==> src/rtl/adc_channel_averager.sv <==
// Per-channel block averager for the ADC sample stream.
// Eight independent accumulators, a completion strobe and a registered read port.
module adc_channel_averager #(
  parameter int DATA_W = 12,
  parameter int CH_W   = 3,
  parameter int LOG2_N = 3
) (
  input  logic                 clk_2d5m,
  input  logic                 rst,
  input  logic                 sample_valid,
  input  logic [DATA_W-1:0]    sample_data,
  input  logic [CH_W-1:0]      sample_ch,
  input  logic                 clear,
  input  logic [CH_W-1:0]      rd_ch,
  output logic [DATA_W-1:0]    rd_data,
  output logic                 rd_valid,
  output logic                 avg_rdy,
  output logic [CH_W-1:0]      avg_ch,
  output logic [DATA_W-1:0]    avg_data,
  output logic [(1<<CH_W)-1:0] ch_valid
);

  localparam int NCH = 1 << CH_W;
  localparam int AW  = DATA_W + LOG2_N;

  logic              v_q;
  logic [AW-1:0]     acc_q [NCH];
  logic [LOG2_N-1:0] cnt_q [NCH];
  logic [DATA_W-1:0] avg_q [NCH];
  logic [NCH-1:0]    ch_valid_q;
  logic              avg_rdy_q;
  logic [CH_W-1:0]   avg_ch_q;
  logic [DATA_W-1:0] avg_data_q;
  logic [DATA_W-1:0] rd_data_q;
  logic              rd_valid_q;

  logic              accept;
  logic              last;
  logic [AW-1:0]     sum_d;
  logic [DATA_W-1:0] avg_d;

  // Rising edge of the ready level marks exactly one new sample
  always_comb begin
    accept = sample_valid & ~v_q;
    last   = &cnt_q[sample_ch];
    sum_d  = acc_q[sample_ch] + AW'(sample_data);
    avg_d  = sum_d[AW-1:LOG2_N];
  end

  always_ff @(posedge clk_2d5m or negedge rst) begin
    if (!rst) begin
      v_q        <= 1'b0;
      ch_valid_q <= '0;
      avg_rdy_q  <= 1'b0;
      avg_ch_q   <= '0;
      avg_data_q <= '0;
      rd_data_q  <= '0;
      rd_valid_q <= 1'b0;
      for (int i = 0; i < NCH; i++) begin
        acc_q[i] <= '0;
        cnt_q[i] <= '0;
        avg_q[i] <= '0;
      end
    end else begin
      v_q       <= sample_valid;
      avg_rdy_q <= 1'b0;
      if (clear) begin
        ch_valid_q <= '0;
        rd_data_q  <= '0;
        rd_valid_q <= 1'b0;
        for (int i = 0; i < NCH; i++) begin
          acc_q[i] <= '0;
          cnt_q[i] <= '0;
          avg_q[i] <= '0;
        end
      end else begin
        rd_data_q  <= avg_q[rd_ch];
        rd_valid_q <= ch_valid_q[rd_ch];
        if (accept) begin
          if (last) begin
            avg_q[sample_ch]      <= avg_d;
            acc_q[sample_ch]      <= '0;
            cnt_q[sample_ch]      <= '0;
            ch_valid_q[sample_ch] <= 1'b1;
            avg_rdy_q             <= 1'b1;
            avg_ch_q              <= sample_ch;
            avg_data_q            <= avg_d;
          end else begin
            acc_q[sample_ch] <= sum_d;
            cnt_q[sample_ch] <= cnt_q[sample_ch] + 1'b1;
          end
        end
      end
    end
  end

  assign rd_data  = rd_data_q;
  assign rd_valid = rd_valid_q;
  assign avg_rdy  = avg_rdy_q;
  assign avg_ch   = avg_ch_q;
  assign avg_data = avg_data_q;
  assign ch_valid = ch_valid_q;

endmodule
==> config.mk <==
export PLATFORM = sky130hd
export DESIGN_NAME = adc_channel_averager
export DESIGN_NICKNAME = d
export VERILOG_FILES = /design/src/rtl/adc_channel_averager.sv
export SDC_FILE = /design/constraint.sdc
export NUM_CORES = 1
export LEC_CHECK = 0
export BUFFER_PORTS_ARGS = -buffer_cell sky130_fd_sc_hd__buf_2
export CAP_MARGIN = 25
export CORE_UTILIZATION = 60
export CTS_CLUSTER_DIAMETER = 120
export DETAILED_ROUTE_END_ITERATION = 6
export HOLD_SLACK_MARGIN = 0.08
export PLACE_DENSITY = 0.82
export SLEW_MARGIN = 20
export SYNTH_ARGS = -nofsm -noshare
export SYNTH_HDL_FRONTEND = slang
export SYNTH_SLANG_ARGS = --single-unit
==> constraint.sdc <==
create_clock -name clk_2d5m -period 5.1 [get_ports clk_2d5m]
set_input_delay 0.255 -clock clk_2d5m [delete_from_list [all_inputs] [get_ports clk_2d5m]]
set_output_delay 0.255 -clock clk_2d5m [all_outputs]
set_load 0.05 [all_outputs]
==> results of run 1 <==
==> timing repair <==
action,4_1_cts,5_1_grt
hold buffers,2,0
gates resized for setup,0,0
hold endpoints to repair,121,0
==> synthesized netlist by cell type, types with 5 or more instances <==
cell	number	share of area
ha_1	14	0.014
and2_1	12	0.0060
dfrtp_1	278	0.55
inv_1	7	0.0021
o31ai_1	8	0.0048
o21ai_0	75	0.030
nor2_1	95	0.028
buf_1	7	0.0021
mux4_2	29	0.052
nor3_1	6	0.0024
a22o_1	131	0.092
a22oi_1	57	0.034
a31o_2	9	0.0063
mux2_2	9	0.0081
nand2b_1	5	0.0025
nand2_1	112	0.034
a21oi_1	25	0.010
xnor2_1	8	0.0056
nand4_1	12	0.0060
clkbuf_1	56	0.017
mux2i_1	26	0.021
nand3_1	7	0.0028
buf_2	11	0.0044
a32o_1	9	0.0072
nor2b_1	17	0.0085
==> cells in the final DEF (no fill, tap or decap), drive strengths merged, types with 14 or more instances in the layout <==
master,synthesis,final
nor2,95,95
a22oi,57,57
a21oi,25,25
mux2i,26,26
o21ai,76,76
dfrtp,278,278
a22o,131,131
nand2,112,112
ha,14,14
mux4,30,30
nor2b,18,18
buf,27,98
clkbuf,57,37
==> cell families after synthesis <==
logic type	Yosys count
AO/OA/AOI/OAI	337
AND/OR/NAND/NOR	288
flip-flops	278
buffers and inverters	92
multiplexers	69
adder cells (fa/ha/maj)	15
XOR/XNOR	10
==> report_power, final <==
part / total (mW) / switching (mW) / internal, mW / leakage, nW
clock network: 2.19 / 0.877 / 1.31 / 0.487
registers: 2.23 / 0.00798 / 2.22 / 3.87
logic: 0.312 / 0.235 / 0.0774 / 2.36
total: 4.73 / 1.12 / 3.61 / 6.72
==> registers in the layout, indices dropped and copies added, names as in the netlist <==
register and count:
avg_q 96, rd_valid 1, v_q 1, acc_q 120, rd_data 12, avg_ch 3
avg_data 12, avg_rdy 1, cnt_q 24, ch_valid 8
==> critical path: stages <==
cell and delay [ns]:
buf_2 0.34, nor2b_1 0.31, and2_1 0.69, a22oi_1 0.20, nand4_1 0.17, ha_1 0.30, a21o_1 0.24, a31o_2 0.25
o211a_1 0.28, or4_1 0.47, nand3_1 0.56, mux2_2 0.28
==> path summary, 6_finish.rpt <==
path / start / end / depth (start not counted)
max in group asynchronous: rst / cnt_q[4] / 3
setup reg to reg: cnt_q[9] / acc_q[26] / 11
hold / removal: clear / ch_valid[7] / 2
setup / recovery: sample_ch[0] / avg_data[6] / 12
hold reg to reg: acc_q[102] / acc_q[102] / 2
min in group asynchronous: rst / avg_q[93] / 2
==> final cells by class <==
cell class | count | area (µm²)
fill | 1374 | 6260
sequential | 278 | 6960
inverter | 8 | 30.0
tap | 270 | 338
clock inverter | 16 | 213
timing repair buffer | 100 | 621
clock buffer | 37 | 766
multi-input combinational | 719 | 5180
==> metrics by stage <==
stage / util / instances / setup WS, ns
floorplan: - / 1089 / 1.46
global placement: 0.642 / 1370 / 0.966
detailed placement: 0.642 / 1370 / 0.796
CTS: 0.691 / 1425 / 1.33
global route: 0.692 / 1428 / 1.06
finish: 0.692 / 1428 / 1.21
==> per-layer routing <==
layer,vias to the layer above,part of all wire,GRT usage
met5,-,0,0
met4,0,0.059,0.175
met3,171,0.089,0.0463
met2,619,0.47,0.531
met1,4880,0.39,0.456
li1,4133,-,-
==> reports/results.txt, run 1 <==
status: complete, no violations
H-tree depth: 1
Syn Nets: 1126
post-DP HPWL: 21.8 mm
die area: 0.0215 mm²
Final Power: 4.73 mW
mean post-synth cell area: 11.5 µm²
Die X: 147 µm
cells after synthesis: 1089
drt drc: 0
MaxCap Viol Count: 0
clk root buf: clkbuf_16
DR pass1 iterations: 5
VDD IR max: 0.000261 V
area growth from synthesis to final layout: 12.5%
unrepaired setup endpoints after global routing: false
Req. time, crit path: 5.58 ns
Setup Viol. Count Final: 0
first-pass GRT wire length: 55.6 mm
total core area: 0.0204 mm²
element type at the critical path end: flop
hold slack: 0.245 ns
CTS sink count: 278
TNS Setup: 0 ns
clock-pin slew on the worst setup and hold paths: 0.06 ns
gr ovfl total: 0
fin crit share: 0.762
Post-synth EDFFs: 0
share of cells above drive strength 1: 0.173
NumNets Final: 1173
drt total wl: 34.8 mm
fraction of registers with async set/reset: 1.00
routability cong.: 0.905
Vias: 9803
DRT iter0 DRCs: 1193
largest net degree at the start of global routing: 124
routed vias/inst: 6.86
number of global-route vias before repair: 10100
top-level port count: 59
mux contribution to synthesized area: 0.0866
Post-Place Cell Area: 0.0131 mm²
row cnt: 52
register area share after synthesis: 0.555
combinational family with the most area after synthesis: compound AO/OA/AOI/OAI gates
clock latency on the worst-skew pair: 0.55 ns
startpoint types: input port
adder-cell share of the synthesized area: 0.0156
ANT cells: 0
final instance area: 0.0141 mm²
synth warn: 0
GRT Total Usage: 0.335
number of I/O port buffers: 58
Mapped Area: 0.0125 mm²
Top FF cell, synth: dfrtp_1
Post-Synth Simple-Gate Area: 0.103
critical path type: input port to flop
Post-Synth XOR/XNOR Area: 0.00699
Final min period: 3.89 ns
Worst Hold Class: input port to flop
Pwr Density: 335 mW/mm²
Post-DRT Antenna Nets: 0
TritonCTS clock tree: done
initial antenna violation count: 0
CTS buffer count: 29
Compound-Gate Fraction of Synth Area: 0.199
Leakage: 6.72 nW
arrival time at the worst endpoint: 4.37 ns
Yosys reg bits: 278
Slew HR: 0.224
CP Max Fanout: 19
clk buf depth: 3
Final Max Tran Viols: 0
slew at the pin closest to its max-slew limit: 1.16 ns
skew final: 0.0168 ns
wire per inst: 24.4 µm
FF-to-FF setup slack: 1.46 ns
Starting Density: 0.616
Max Freq: 257 MHz
Post-CTS Setup Bufs: 0
die height: 147 µm
post-synthesis cell type count: 58
Fin. Hold Viols: 0
Note: power is estimated with default switching activity, not from simulation.
==> run 2, diff against run 1 <==
clock period = 3.8 ns   (was 5.1 ns; I/O delays follow)
==> reports/results.txt, run 2 (synthesis results as in run 1) <==
biggest regs: acc_q x120, avg_q x96, cnt_q x24
most flop-heavy register: acc_q
CTS buffer count: 28 (-3.4%)
TritonCTS clock tree: done
H-tree depth: 1 (unchanged)
row cnt: 52 (unchanged)
Post-DRT Antenna Nets: 0 (unchanged)
Final min period: 3.26 ns
gr busiest metal: met2
DR pass1 iterations: 5 (unchanged)
combinational power share: 0.069 (+0.003)
clk buf depth: 3 (unchanged)
area growth from synthesis to final layout: 15.5%
Cell Int Power: 4.88 mW (+35%)
Largest register FFs: 120 (unchanged)
Fin. Hold Viols: 0 (unchanged)
Storage cell area: 0.00696 mm² (unchanged)
filler instances: 1386 (+0.87%)
total core area: 0.0204 mm² (unchanged)
crit-path cells: buf_2 > buf_4 > and3_1 > a22oi_1 > nand4_1 > ha_1 > a21o_1 > a31o_2 > o211a_1 > o21ba_1 > or3_1 > buf_4 > a32o_1
switching part of the total: 0.235 (-0.00216)
GRT Total Usage: 0.331 (-0.00417)
Largest delay share family, worst path: compound AO/OA/AOI/OAI gates
share of cells above drive strength 1: 0.200 (+0.0273)
Post-CTS Setup Bufs: 0 (unchanged)
number of global-route vias before repair: 9972 (-1.5%)
TNS Setup: 0 ns (unchanged)
MaxCap Viol Count: 0 (unchanged)
routability cong.: 0.937 (+3.5%)
met1 usage: 0.441 (-0.0150)
Critical-path top delay cell: and3_1
commonest cells after routing, fill and taps aside: 278 x dfrtp_1, 131 x a22o_1, 112 x nand2_1
CTS sink count: 278 (unchanged)
Max Freq: 307 MHz
largest net degree at the start of global routing: 113 (-8.9%)
M3 GR Usage: 0.0513 (+0.00500)
number of I/O port buffers: 58 (unchanged)
Die X: 147 µm (unchanged)
clock latency on the worst-skew pair: 0.55 ns (about the same)
Leakage: 6.95 nW (+3.5%)
startpoint types: input port
Final Max Tran Viols: 0 (unchanged)
non-filler cells, final: 1471 (+3.0%)
fin crit share: 0.857
slew at the pin closest to its max-slew limit: 1.07 ns (-0.0879 ns)
drt drc: 0 (unchanged)
VDD IR max: 0.000508 V (+94%)
drt total wl: 34.6 mm (-0.60%)
element type at the critical path end: flop
top-level port count: 59 (unchanged)
Multi-input gate area: 0.00517 mm² (-0.14%)
Flop pwr share: 0.469 (-0.002)
dpl cells: 1417 (+3.4%)
Req. time, crit path: 4.23 ns (-1.35 ns)
skew final: 0.0101 ns (-0.00661 ns)
CP Max Fanout: 17 (-2)
status: complete, no violations
DRT iter0 DRCs: 783 (-34%)
Worst Hold Class: input port to flop
wire per inst: 23.5 µm (-3.5%)
gr ovfl total: 0 (unchanged)
die area: 0.0215 mm² (unchanged)
CP max stage delay: 0.64 ns (-0.05 ns)
Vias: 9820 (+0.17%)
Buf/Inv on CP: 3 (+2)
critical path type: input port to flop
NumNets Final: 1216 (+3.7%)
sw power: 1.49 mW (+33%)
unrepaired setup endpoints after global routing: false
Starting Density: 0.616 (unchanged)
routed vias/inst: 6.68 (-2.8%)
Setup Viol. Count Final: 0 (unchanged)
most used cell, CP: buf_4
Slew HR: 0.286 (+0.0614)
most common cell after layout, fill and taps aside: dfrtp_1
M2 GR Usage: 0.534 (+0.00310)
clock-pin slew on the worst setup and hold paths: 0.06 ns (about the same)
clk root buf: clkbuf_16
initial antenna violation count: 1 (+1)
arrival time at the worst endpoint: 3.69 ns (-0.68 ns)
Pwr Density: 440 mW/mm² (+31%)
clock network power share: 0.461 (-0.002)
die height: 147 µm (unchanged)
first-pass GRT wire length: 55.1 mm (-1.0%)
post-DP HPWL: 22.9 mm (+5.1%)
## run 2: cell count changes in the layout (fill, tap and decap cells not counted), moves of 2 or more
cell / change
a21oi_2: -2
buf_4: +40
a21oi_1: +2
clkbuf_8: +6
clkinv_2: -8
buf_12: +4
## run 2: area by class of cell
type	instances	share of cell area
Antenna cell	1	0.000173
Multi-Input combinational cell	719	0.357
Clock buffer	42	0.0568
Tap cell	270	0.0233
Timing Repair Buffer	144	0.0691
Clock inverter	9	0.0115
Sequential cell	278	0.480
Inverter	8	0.00207
## run 2: layer usage
metal  up-vias  wire (µm)
li1       4210          -
met4         0       1860
met2       556      16400
met5         -          0
met1      4911      13500
met3       143       2840
## run 2: final timing paths
kind	slack [ns]	depth (start not counted)	endpoint	start
min in group asynchronous	0.30	2	avg_q[9]	rst
max reg2reg	0.66	11	avg_q[68]	cnt_q[3]
max	0.54	13	acc_q[101]	sample_ch[1]
min	0.12	2	avg_ch[1]	sample_ch[1]
max in group asynchronous	2.48	3	avg_q[80]	rst
min reg2reg	0.48	1	avg_data[7]	avg_data[7]
## run 2: what timing repair did
item | CTS | global route
endpoints found under the hold margin | 109 | 0
hold buffers | 2 | 0
setup endpoints to repair | 0 | 0
resized for setup | 0 | 0
## run 2: per-stage QoR
step	hold slack [ns]	setup slack (ns)	power [mW]	area [µm²]	utilization
final	0.123	0.544	6.37	14500	0.711
after floorplan	-0.106	0.227	3.27	12500	-
after global routing	0.162	0.457	6.53	14500	0.711
after CTS	0.113	0.695	6.38	14500	0.711
after detailed placement	0.323	0.125	3.47	13500	0.662
after global placement	0.320	0.211	3.46	13500	0.661
## run 2: power groups by stage
| stage | registers [mW] | clock network [mW] | logic [mW] |
|---|---|---|---|
| 2_1_floorplan | 3.04 | 0 | 0.227 |
| 3_3_place_gp | 3.04 | 0 | 0.422 |
| 3_5_place_dp | 3.04 | 0 | 0.431 |
| 4_1_cts | 2.99 | 2.95 | 0.435 |
| 5_1_grt | 2.99 | 3.06 | 0.475 |
| 6_report | 2.99 | 2.94 | 0.443 |
==> run 3, diff against run 2 <==
MAX_ROUTING_LAYER = met4   (was not set)
==> reports/results.txt, run 3 (synthesis results as in run 1) <==
status: finished with violations
violated checks: design-rule violations
R2R Path Start: acc_q[90]
fin crit share: 0.855 (-0.00152)
die area: 0.0215 mm² (unchanged)
element type at the critical path end: flop
Critical Path End: acc_q[101]
Req. time, crit path: 4.24 ns (about the same)
Die X: 147 µm (unchanged)
DR pass1 iterations: 7 (+2)
share of cells above drive strength 1: 0.210 (+0.0101)
clk buf depth: 3 (unchanged)
top-level port count: 59 (unchanged)
area growth from synthesis to final layout: 16.5%
Vias: 9818 (-0.020%)
CTS sink count: 278 (unchanged)
Worst Hold Class: input port to flop
arrival time at the worst endpoint: 3.69 ns (about the same)
Slew HR: 0.298 (+0.0123)
Final Max Tran Viols: 0 (unchanged)
DRT iter0 DRCs: 903 (+15%)
Max Freq: 308 MHz (+0.18%)
critical path type: input port to flop
number of global-route vias before repair: 9972 (unchanged)
Final Power: 6.59 mW (+3.5%)
total core area: 0.0204 mm² (unchanged)
post-DP HPWL: 23.0 mm (+0.44%)
final instance area: 0.0146 mm² (+0.86%)
die height: 147 µm (unchanged)
unrepaired setup endpoints after global routing: false
FF-to-FF setup slack: 0.72 ns (+0.06 ns)
Post-CTS Setup Bufs: 0 (unchanged)
ANT cells: 0 (-1)
Final min period: 3.25 ns (-0.00576 ns)
MaxCap Viol Count: 0 (unchanged)
skew final: 0.0146 ns (+0.00448 ns)
Fin. Hold Viols: 0 (unchanged)
GRT Total Usage: 0.341 (+0.00976)
biggest regs: acc_q x120, avg_q x96, cnt_q x24
clock latency on the worst-skew pair: 0.55 ns (about the same)
Largest register FFs: 120 (unchanged)
Reg-to-Reg End: acc_q[74]
wire per inst: 23.3 µm (-0.91%)
most flop-heavy register: acc_q
Worst path depth: 12 (-1)
routability cong.: 0.943 (+0.59%)
CP max stage delay: 0.76 ns (+0.12 ns)
Leakage: 7.04 nW (+1.2%)
Buf/Inv on CP: 2 (-1)
gr ovfl total: 0 (unchanged)
drt drc: 7 (+7)
crit-path cells: buf_2 > and3_1 > a22oi_1 > nand4_1 > ha_1 > a21o_1 > a31o_2 > o211a_1 > o21ba_1 > or3_1 > buf_4 > a32o_1
most common cell after layout, fill and taps aside: dfrtp_1
Post-DRT Antenna Nets: 0 (unchanged)
VDD IR max: 0.000349 V (-31%)
TritonCTS clock tree: done
Largest delay share family, worst path: compound AO/OA/AOI/OAI gates
routed vias/inst: 6.64 (-0.56%)
drt total wl: 34.4 mm (-0.37%)
slew at the pin closest to its max-slew limit: 1.05 ns (-0.0184 ns)
commonest cells after routing, fill and taps aside: 278 x dfrtp_1, 131 x a22o_1, 112 x nand2_1
worst slack, placed: 0.0997 ns (-0.0252 ns)
clock-pin slew on the worst setup and hold paths: 0.06 ns (about the same)
Setup Viol. Count Final: 0 (unchanged)
Critical-path top delay cell: and3_1
initial antenna violation count: 0 (-1)
Starting Density: 0.616 (unchanged)
fin worst setup slack: 0.550 ns (+0.00576 ns)
H-tree depth: 1 (unchanged)
R2R depth: 12 (+1)
CTS buffer count: 29 (+3.6%)
clk root buf: clkbuf_16
Pwr Density: 451 mW/mm² (+2.6%)
Post-Place Cell Area: 0.0135 mm² (+0.33%)
TNS Setup: 0 ns (unchanged)
number of I/O port buffers: 58 (unchanged)
NumNets Final: 1224 (+0.66%)
row cnt: 52 (unchanged)
post-layout util: 0.717 (+0.00608)
crit path launch: sample_ch[2]
filler instances: 1371 (-1.1%)
startpoint types: input port
CP Max Fanout: 20 (+3)
first-pass GRT wire length: 55.0 mm (about the same)
largest net degree at the start of global routing: 119 (+5.3%)
## run 3: cell types whose count changed in the layout (fill, tap and decap cells not counted), sizes merged
cell,delta
buf,+7
clkbuf,-4
clkinv,+4
bufinv,+2
diode,-1
## run 3: where the power goes
| group | internal, mW | switching, mW |
|---|---|---|
| logic | 0.129 | 0.318 |
| registers | 2.98 | 0.0109 |
| clock network | 1.94 | 1.21 |
## run 3: timing repair
action / in CTS / in global routing
endpoints found under the hold margin: 115 / 0
hold buffers: 2 / 0
resized for setup: 0 / 0
## run 3: routing by layer
metal  global-route usage  routed length, µm
met1                0.454              13700
met4                0.160               1630
met3               0.0478               2810
met2                0.522              16300
met5                    -                  0
## run 3: area by class of cell
type | instances | area, µm² | share of cell area
Sequential cell | 278 | 6960 | 0.476
Multi-Input combinational cell | 719 | 5170 | 0.354
Timing Repair Buffer | 151 | 1040 | 0.0715
Clock buffer | 38 | 830 | 0.0568
Tap cell | 270 | 338 | 0.0231
Clock inverter | 15 | 243 | 0.0166
Inverter | 8 | 30.0 | 0.00206
## run 3: worst min-delay path by stage
stage / start / endpoint / cells after the start
after floorplan: rst / acc_q[0] / 0
after global placement: sample_valid / v_q / 1
after detailed placement: sample_valid / v_q / 1
after CTS: sample_ch[0] / avg_ch[0] / 2
after global routing: sample_ch[0] / avg_ch[0] / 2
final: sample_ch[0] / avg_ch[0] / 2
## run 3: metrics by stage
step,hold WS [ns],std cells
2_1_floorplan,-0.106,1089
3_3_place_gp,0.323,1423
3_5_place_dp,0.332,1424
4_1_cts,0.108,1479
5_1_grt,0.133,1479
6_report,0.128,1479
